**src/rtl/keypad_pkg.sv**
```systemverilog
// Shared keypad definitions: keycode type, injector FSM states and the key-matrix map.
// The key map here is the single source of truth the scanner's decode must agree with.
// Contents: keycode_t, inj_state_t, key_to_rowcol() -> {row_idx[1:0], col_idx[1:0]}.
package keypad_pkg;

  typedef logic [3:0] keycode_t;

  typedef enum logic [1:0] {
    IDLE  = 2'd0,
    PRESS = 2'd1,
    GAP   = 2'd2
  } inj_state_t;

  // Matrix position of each key:
  //   col0: 2,5,8,0   col1: 3,6,9,F   col2: A,B,C,D   col3: 1,4,7,E  (rows 0..3)
  function automatic logic [3:0] key_to_rowcol(input keycode_t k);
    logic [3:0] rc;
    rc = 4'b0000;
    case (k)
      4'h2: rc = {2'd0, 2'd0};
      4'h5: rc = {2'd1, 2'd0};
      4'h8: rc = {2'd2, 2'd0};
      4'h0: rc = {2'd3, 2'd0};
      4'h3: rc = {2'd0, 2'd1};
      4'h6: rc = {2'd1, 2'd1};
      4'h9: rc = {2'd2, 2'd1};
      4'hF: rc = {2'd3, 2'd1};
      4'hA: rc = {2'd0, 2'd2};
      4'hB: rc = {2'd1, 2'd2};
      4'hC: rc = {2'd2, 2'd2};
      4'hD: rc = {2'd3, 2'd2};
      4'h1: rc = {2'd0, 2'd3};
      4'h4: rc = {2'd1, 2'd3};
      4'h7: rc = {2'd2, 2'd3};
      4'hE: rc = {2'd3, 2'd3};
      default: rc = 4'b0000;
    endcase
    return rc;
  endfunction

endpackage

```
**src/rtl/keypad_key_fifo.sv**
```systemverilog
// DEPTH x W synchronous FIFO holding keycodes waiting to be typed.
// Ports: clk, reset (sync, active-low), push_i/din_i (ignored when full), pop_i (ignored when empty),
//        dout_o (head, valid while !empty_o), full_o, empty_o. Pointers carry a wrap bit for full/empty.
module keypad_key_fifo #(
  parameter int DEPTH = 8,
  parameter int W     = 4
) (
  input  logic         clk,
  input  logic         reset,
  input  logic         push_i,
  input  logic         pop_i,
  input  logic [W-1:0] din_i,
  output logic [W-1:0] dout_o,
  output logic         full_o,
  output logic         empty_o
);

  localparam int AW = $clog2(DEPTH);

  logic [W-1:0] mem_q [DEPTH];
  logic [AW:0]  wr_ptr_q;
  logic [AW:0]  rd_ptr_q;
  logic         do_push;
  logic         do_pop;

  assign empty_o = (wr_ptr_q == rd_ptr_q);
  assign full_o  = (wr_ptr_q[AW] != rd_ptr_q[AW]) &&
                   (wr_ptr_q[AW-1:0] == rd_ptr_q[AW-1:0]);
  assign dout_o  = mem_q[rd_ptr_q[AW-1:0]];

  assign do_push = push_i && !full_o;
  assign do_pop  = pop_i && !empty_o;

  always_ff @(posedge clk) begin
    if (!reset) begin
      wr_ptr_q <= '0;
      rd_ptr_q <= '0;
    end else begin
      if (do_push) wr_ptr_q <= wr_ptr_q + (AW+1)'(1);
      if (do_pop)  rd_ptr_q <= rd_ptr_q + (AW+1)'(1);
    end
  end

  // Storage needs no reset: pointers alone define which entries are live.
  always_ff @(posedge clk) begin
    if (reset && do_push) mem_q[wr_ptr_q[AW-1:0]] <= din_i;
  end

endmodule

```
**src/rtl/keypad_key_injector.sv**
```systemverilog
// Types queued hex keycodes into a 4x4 keypad scanner by emulating closed keys on the row lines.
// Ports: clk, reset (sync, active-low); in_valid/in_key/in_ready keycode push; col (scanner drive, active-low);
//        row (sense, active-low, 1111 = no key); busy (queue non-empty or key in progress); key_done (end of gap).
module keypad_key_injector
  import keypad_pkg::*;
#(
  parameter int DEPTH        = 8,
  parameter int PRESS_CYCLES = 64,
  parameter int GAP_CYCLES   = 64
) (
  input  logic       clk,
  input  logic       reset,
  input  logic       in_valid,
  input  logic [3:0] in_key,
  output logic       in_ready,
  input  logic [3:0] col,
  output logic [3:0] row,
  output logic       busy,
  output logic       key_done
);

  localparam int MAXC = (PRESS_CYCLES > GAP_CYCLES) ? PRESS_CYCLES : GAP_CYCLES;
  localparam int CW   = $clog2(MAXC + 1);
  localparam logic [CW-1:0] PRESS_LOAD = CW'(PRESS_CYCLES - 1);
  localparam logic [CW-1:0] GAP_LOAD   = CW'(GAP_CYCLES - 1);

  inj_state_t    state_q, state_d;
  logic [CW-1:0] cnt_q, cnt_d;
  keycode_t      cur_key_q, cur_key_d;
  logic          key_done_q, key_done_d;

  logic     fifo_full;
  logic     fifo_empty;
  logic     fifo_pop;
  keycode_t fifo_dout;
  logic [3:0] rc;

  assign in_ready = !fifo_full;
  assign fifo_pop = (state_q == IDLE) && !fifo_empty;

  keypad_key_fifo #(
    .DEPTH (DEPTH),
    .W     (4)
  ) u_fifo (
    .clk     (clk),
    .reset   (reset),
    .push_i  (in_valid),
    .pop_i   (fifo_pop),
    .din_i   (in_key),
    .dout_o  (fifo_dout),
    .full_o  (fifo_full),
    .empty_o (fifo_empty)
  );

  always_ff @(posedge clk) begin
    if (!reset) begin
      state_q    <= IDLE;
      cnt_q      <= '0;
      cur_key_q  <= '0;
      key_done_q <= 1'b0;
    end else begin
      state_q    <= state_d;
      cnt_q      <= cnt_d;
      cur_key_q  <= cur_key_d;
      key_done_q <= key_done_d;
    end
  end

  always_comb begin
    state_d    = state_q;
    cnt_d      = cnt_q;
    cur_key_d  = cur_key_q;
    key_done_d = 1'b0;
    case (state_q)
      IDLE: begin
        if (!fifo_empty) begin
          cur_key_d = fifo_dout;
          cnt_d     = PRESS_LOAD;
          state_d   = PRESS;
        end
      end
      PRESS: begin
        if (cnt_q == '0) begin
          cnt_d   = GAP_LOAD;
          state_d = GAP;
        end else begin
          cnt_d = cnt_q - CW'(1);
        end
      end
      GAP: begin
        if (cnt_q == '0) begin
          key_done_d = 1'b1;
          state_d    = IDLE;
        end else begin
          cnt_d = cnt_q - CW'(1);
        end
      end
      default: state_d = IDLE;
    endcase
  end

  assign key_done = key_done_q;
  assign busy     = (state_q != IDLE) || !fifo_empty;

  // A closed key connects its row to its column, so the row follows that column's drive.
  // col=0000 (scanner wait state) therefore also shows the key.
  always_comb begin
    rc  = key_to_rowcol(cur_key_q);
    row = 4'b1111;
    if (state_q == PRESS) row[rc[3:2]] = ~|(~col & (4'b0001 << rc[1:0]));
  end

endmodule
```
**config.mk**
```make
export PLATFORM = sky130hd
export DESIGN_NAME = keypad_key_injector
export DESIGN_NICKNAME = d
export VERILOG_FILES = /design/src/rtl/keypad_pkg.sv /design/src/rtl/keypad_key_fifo.sv /design/src/rtl/keypad_key_injector.sv
export SDC_FILE = /design/constraint.sdc
export NUM_CORES = 1
export LEC_CHECK = 0
export CORE_ASPECT_RATIO = 1.1
export CORE_MARGIN = 2
export CORE_UTILIZATION = 46
export CTS_CLUSTER_SIZE = 28
export DETAILED_ROUTE_END_ITERATION = 10
export SETUP_SLACK_MARGIN = 0.2
export SYNTH_ARGS = -nofsm -noshare
export SYNTH_HDL_FRONTEND = slang
export SYNTH_SLANG_ARGS = --single-unit
```
**constraint.sdc**
```tcl
create_clock -name clk -period 2.3 [get_ports clk]
set_input_delay 0.345 -clock clk [delete_from_list [all_inputs] [get_ports clk]]
set_output_delay 0.345 -clock clk [all_outputs]
set_load 0.01 [all_outputs]
```
---- Word-level counts from Yosys, hierarchy flattened ----
Memories as Yosys holds them, arrays and structs flattened. A register that Yosys moved wholly into a read port is not among the register bits.
Index checks and enable logic that the tools add are counted.
word-level totals
  register bits after elaboration ......... 18
  memory bits (writable) .................. 32
  memory bits (read-only) ................. 64
  bits of input ports ..................... 11
  output and inout port bits .............. 7
  logic and storage cells ................. 61
  memories ................................ 2
operators by class
  add/sub/neg operators ................... 3
  $lt $le $gt $ge ......................... 2
  eq/ne operators ......................... 9
  shift operators ......................... 1
  multiplexer cells ....................... 14
  bitwise logic cells ..................... 5
  reduce and logical (&&, ||, !) cells .... 20
memory list
  memory            words  bits a word  rd ports  clocked after memory_dff  wr ports  RTL line               RTL
  (name not given)  16     4            1         0                         0         keypad_pkg.sv:19       case (k)
  u_fifo.mem_q      8      4            1         1                         1         keypad_key_fifo.sv:20  logic [W-1:0] mem_q [DEPTH];
operators with widths
  operator                                                                      number
  7-bit two-way mux                                                             3
  7-bit case mux with 3 select lines                                            1
  4-bit by 1-bit adder with 4-bit output, second input constant                 2
  2-bit != test, second input constant                                          4
  4-bit NOT                                                                     2
  7-bit logical NOT                                                             1
  7-bit by 1-bit subtractor with 7-bit output, second input constant            1
  1-bit logical AND                                                             6
  2-bit two-way mux                                                             3
  2-bit case mux with 3 select lines                                            1
  3-bit AND reduction                                                           2
  4-bit bitwise AND                                                             1
  4-bit == test                                                                 1
  1-bit logical NOT                                                             4
  1-bit two-way mux                                                             4
  4-bit two-way mux                                                             1
  4-bit OR                                                                      1
  2-bit AND reduction                                                           2
  4-bit OR reduction                                                            1
  1-bit by 2-bit << shifter with 4-bit output, first input constant             1
  3-bit == test                                                                 1
  2-bit by 3-bit less-than comparator with 1-bit output, second input constant  1
  3-bit nonzero test                                                            1
  1-bit demux with 2-bit select                                                 1
  8 further kinds                                                               8

---- Depth between registers and ports, before layout ----
An unclocked memory read counts as a cell.
  depth after elaboration ................. 8
  depth in mapped cells ................... 8
  gate-level depth less buffers ........... 7

---- Modules after synthesis ----
A second synthesis with hierarchy kept.
unflattened totals
  cell total of the unflattened synthesis .. 252
  area total of the unflattened synthesis .. 3145.5 sq um
by module, submodules not included
  module               instances  cells each  area each (sq um)  seq. area each (sq um)
  keypad_key_fifo      1          127         1951.9             1181.1
  keypad_key_injector  1          125         1193.6             360.3

---- Worst setup path after synthesis ----
OpenSTA, ideal clock, no wires.
  path kind ............................... register to output
  start point ............................. reg cur_key_q[1], read port of u_fifo.mem_q
  end point ............................... out row[0]
  data arrival time ....................... 1.663 ns
  data required time ...................... 1.955 ns
  slack ................................... 0.292 ns
  cell stages (with the launch flop) ...... 7
  path buffers ............................ 0
  path through ............................ dfxtp_1 > inv_1 > ha_1 > mux4_2 > mux2i_1 > a22o_1 > nand3_1
between the ends
  cells in the longest elaborated chain, start to end .. 8
  elaborated cells between the ends (all ways) .. 13
  classes of those cells .................. 2 x order compare; 1 x shift; 3 x mux; 3 x bitwise; 3 x reduce/logical; 1 x memory
ends and longest elaborated chain
  what                                                                                                                                                  RTL line                    RTL
  from (decl)                                                                                                                                           keypad_key_injector.sv:29   keycode_t cur_key_q, cur_key_d;
  memory read 16 x 4 bit (*)                                                                                                                            n/a
  2-bit by 3-bit less-than comparator with 1-bit output (not written as such) / 2-bit by 1-bit >= comparator with 1-bit output (equally long branches)  keypad_key_injector.sv:110  if (state_q == PRESS) row[rc[3:2]] = ~|(~col & (4'b0001 << rc[1:0]));
  1-bit logical AND (not written as such)                                                                                                               keypad_key_injector.sv:110
  1-bit two-way mux (not written as such)                                                                                                               keypad_key_injector.sv:110
  1-bit demux with 2-bit select                                                                                                                         keypad_key_injector.sv:110
  4-bit NOT (no source line)                                                                                                                            n/a
  4-bit OR (no source line) (*)                                                                                                                         n/a
  4-bit two-way mux (*)                                                                                                                                 keypad_key_injector.sv:110
  to (decl)                                                                                                                                             keypad_key_injector.sv:17   output logic [3:0] row,
Mark *: on every way between the ends. The rest lies on a longest branch, timed or not.

---- Worst setup path after layout ----
  start point ............................. reg cur_key_q[1], read port of u_fifo.mem_q
  end point ............................... out row[2]
The elaborated chain is that of the path after synthesis.

==> impl_metrics.ini <==
[global_routing]
antenna_found_initial = 0
grt_pass1_wl_microns = 8520
first_global_vias = 1820
track_usage_pct = 16.1
grt_max_degree = 28
grt_overflow = 0

[worst_hold_path]
min_path_cells = 2
hold_class = register to register
holdPathEnd = state_q[0]$_SDFFE_PN0P_
min_from = state_q[0]$_SDFFE_PN0P_

[cells_and_area]
final_cell_count_no_fill = 349
drive_above_1_share_pct = 22.8
layout_common_cells = edfxtp_1, buf_4, dfxtp_1
diodes = 0
final_util_pct = 56.3
final-seq-area_sq_um = 1410
area_delta_synth_final_pct = 16.9
nets = 295
fillers = 500
multi_input_area_sq_um = 1320
final_common_cell = edfxtp_1

[sta]
clock_skew_ns = 0.00654
finalHoldViolCount = 0
finalCriticalPeriod_ns = 2.33
worst_pin_slew_ns = 0.829
finalSetupViolCount = 4
whs_ns = 0.487
relSlewSlack_pct = 44.2
post-route-period-util_pct = 101
worst_slack_ns = -0.0259
report.final.slew_viol_count = 0
timing.fmax_mhz = 430
rsz0062_at_grt = true

[die]
ios = 18
die_x_microns = 78.6
initial_utilization_pct = 48.2
row_count = 29
fp.dieH_microns = 86.0
core_sq_um = 5840
die_area_sq_um = 6760

[placement]
io_buffers = 17
dp.cells = 339
hpwl_microns = 3660
routabilityCongestion = 0.822

[clock_tree]
clk_latency_ns = 0.31
htreeDepth = 2
cts_buffers = 5
cts-root-buf = clkbuf_8
clk_pin_slew_ns = 0.10
clock_sinks = 54
cts_tree = built
cts_max_path_buffers = 2

[worst_setup_path]
crit_fanout = 4
ff2ff_setup_slack_ns = 0.29
reg2reg_from = u_fifo.wr_ptr_q[2]$_SDFFE_PN0P_
worst_ep_required_time_ns = 1.96
worst_setup_path_start_kind = register
worstSetupPathDepth = 7
crit_slowest_cell = mux4_2
cpPeakStageDelay_ns = 0.50
crit_family = multiplexers
crit_start = cur_key_q[1]$_SDFFE_PN0P_
r2r_cells = 4
criticalPathCategory = register to primary output
worst_setup_path_end_kind = primary output
path_cells = inv_4, ha_4, mux4_2, mux2i_1, a22o_1, nand3_1, buf_2
cp.arrival_ns = 1.98
r2r_end = u_fifo.mem_q[0][2]$_DFFE_PP_
path_buf_inv = 2

[yosys]
ys_seq_area_share_pct = 49.8
syn-num-nets = 263
async_flop_share_pct = 0
synth_compound_area_share_pct = 13.6
synth_top_area_share_pct = 34.1
synth_area_sq_um = 2810
synthMuxAreaShare_pct = 10.8
synth_simple_gate_area_share_pct = 11.9
ys_ff_latch = 54
yosys.area_share.adder_pct = 5.78
synth_top_family_by_area = compound AO/OA/AOI/OAI gates
ys_top_cells_by_area = edfxtp_1, dfxtp_1, mux4_2
synth-warning-count = 0
syn_inst = 239
synth_xor_xnor_area_share_pct = 3.60
synth_top_cell_by_area = edfxtp_1
synth_ff_type = edfxtp_1
synth_cell_types = 49
synth-edff-count = 32
avgSynthCellArea_sq_um = 11.8

[outcome]
violations = negative setup slack
run_status = complete, but fails checks

[route]
num_vias = 1884
first_iter_violations = 48
viasPerCell = 5.40
wire_per_inst_microns = 14.7
ant_nets = 0
firstDrtPassIters = 4
drcViolationCount = 0
drt_wl_total_microns = 5120

[pwr]
p_int_uw = 2140
powerDensity_nw_per_um2 = 1040
p_switching_uw = 1290
p_leak_uw = 0.00118
max-vdd-ir-drop_uv = 523
p_sw_share_pct = 37.6
comb_power_share_pct = 46.6
p_clk_share_pct = 16.7
seqPwrFrac_pct = 36.7

[flow_run]
maxCapViolCount = 0
-- area by class of cell --
| class | count | area share, % |
|---|---|---|
| clock buffer | 5 | 2.09 |
| sequential | 54 | 42.8 |
| multi-input combinational | 159 | 40.3 |
| clock inverter | 3 | 0.875 |
| tap | 77 | 2.93 |
| inverter | 10 | 1.22 |
| timing repair buffer | 41 | 9.86 |
-- worst reg2reg max path, stage by stage (launching register included) --
cell and delay (ns):
dfxtp_1 0.45, xor2_2 0.25, or4_4 0.23, nand2_8 0.08, nor4_1 0.65
-- power by group through the flow --
| stage | Combinational, uW | Sequential, uW | Clock [uW] |
|---|---|---|---|
| after floorplan | 1130 | 1250 | 0 |
| after global placement | 1550 | 1250 | 0 |
| after detailed placement | 1560 | 1260 | 0 |
| after CTS | 1590 | 1260 | 595 |
| after global routing | 1790 | 1270 | 629 |
| final | 1600 | 1260 | 572 |
-- synthesized netlist by cell type, types with 3 or more instances --
| cell type | instances |
|---|---|
| edfxtp_1 | 32 |
| dfxtp_1 | 22 |
| o21ai_0 | 18 |
| a21oi_1 | 13 |
| ha_1 | 13 |
| nand2_1 | 13 |
| inv_1 | 10 |
| mux2i_1 | 10 |
| nor2_1 | 10 |
| mux4_2 | 9 |
| clkbuf_1 | 8 |
| nand3_1 | 8 |
| and2_1 | 4 |
| nand2b_1 | 4 |
| xnor2_1 | 4 |
| a21boi_1 | 3 |
| and3_1 | 3 |
| buf_2 | 3 |
| buf_4 | 3 |
| nand4_1 | 3 |
| o211ai_1 | 3 |
| o21a_1 | 3 |
| xor2_2 | 3 |
-- worst max-delay path by stage --
stage	to	slack, ns
detailed placement	row[2]	-0.13
global placement	row[0]	-0.08
CTS	row[2]	-0.06
finish	row[2]	-0.03
floorplan	row[0]	0.29
global route	row[2]	-0.17
-- per-layer routing --
metal | part of all wire [%] | vias to the layer above | GRT usage [%]
li1 | - | 952 | -
met1 | 45 | 900 | 18.7
met2 | 51 | 27 | 29.7
met3 | 2.7 | 5 | 3.26
met4 | 1.1 | 0 | 5.26
met5 | 0 | - | 0
-- sequential cells by signal, indices dropped and copies added, names as in the netlist --
signal / cells
cnt_q: 7
cur_key_q: 4
key_done: 1
state_q: 2
u_fifo.mem_q: 32
u_fifo.rd_ptr_q: 4
u_fifo.wr_ptr_q: 4
-- logic make-up (layout without fill, tap and decap cells) --
kind of cell	Yosys count	in the layout
flip-flops	54	54
AND/OR/NAND/NOR	59	59
adder cells (fa/ha/maj)	13	13
multiplexers	19	19
AO/OA/AOI/OAI	59	59
buffers and inverters	26	59
XOR/XNOR	9	9
-- metrics by stage --
stage | cell area [sq um] | worst slack, ns | setup TNS, ns | power, uW
after global routing | 3290 | -0.168 | -0.587 | 3690
after CTS | 3290 | -0.0561 | -0.207 | 3440
after global placement | 3160 | -0.0838 | -0.333 | 2800
after detailed placement | 3160 | -0.134 | -0.508 | 2820
final | 3290 | -0.0259 | -0.0722 | 3430
after floorplan | 2810 | 0.292 | 0 | 2380
-- timing repair --
action / 4_1_cts / 5_1_grt
hold buffers: 0 / 0
cloned: 0 / 0
pin swaps: 4 / 4
hold endpoints to repair: 0 / 0
endpoints found under the setup margin: 6 / 10
gates resized for setup: 30 / 4
setup buffers: 2 / 0
Note: power is estimated with default switching activity, not from simulation.
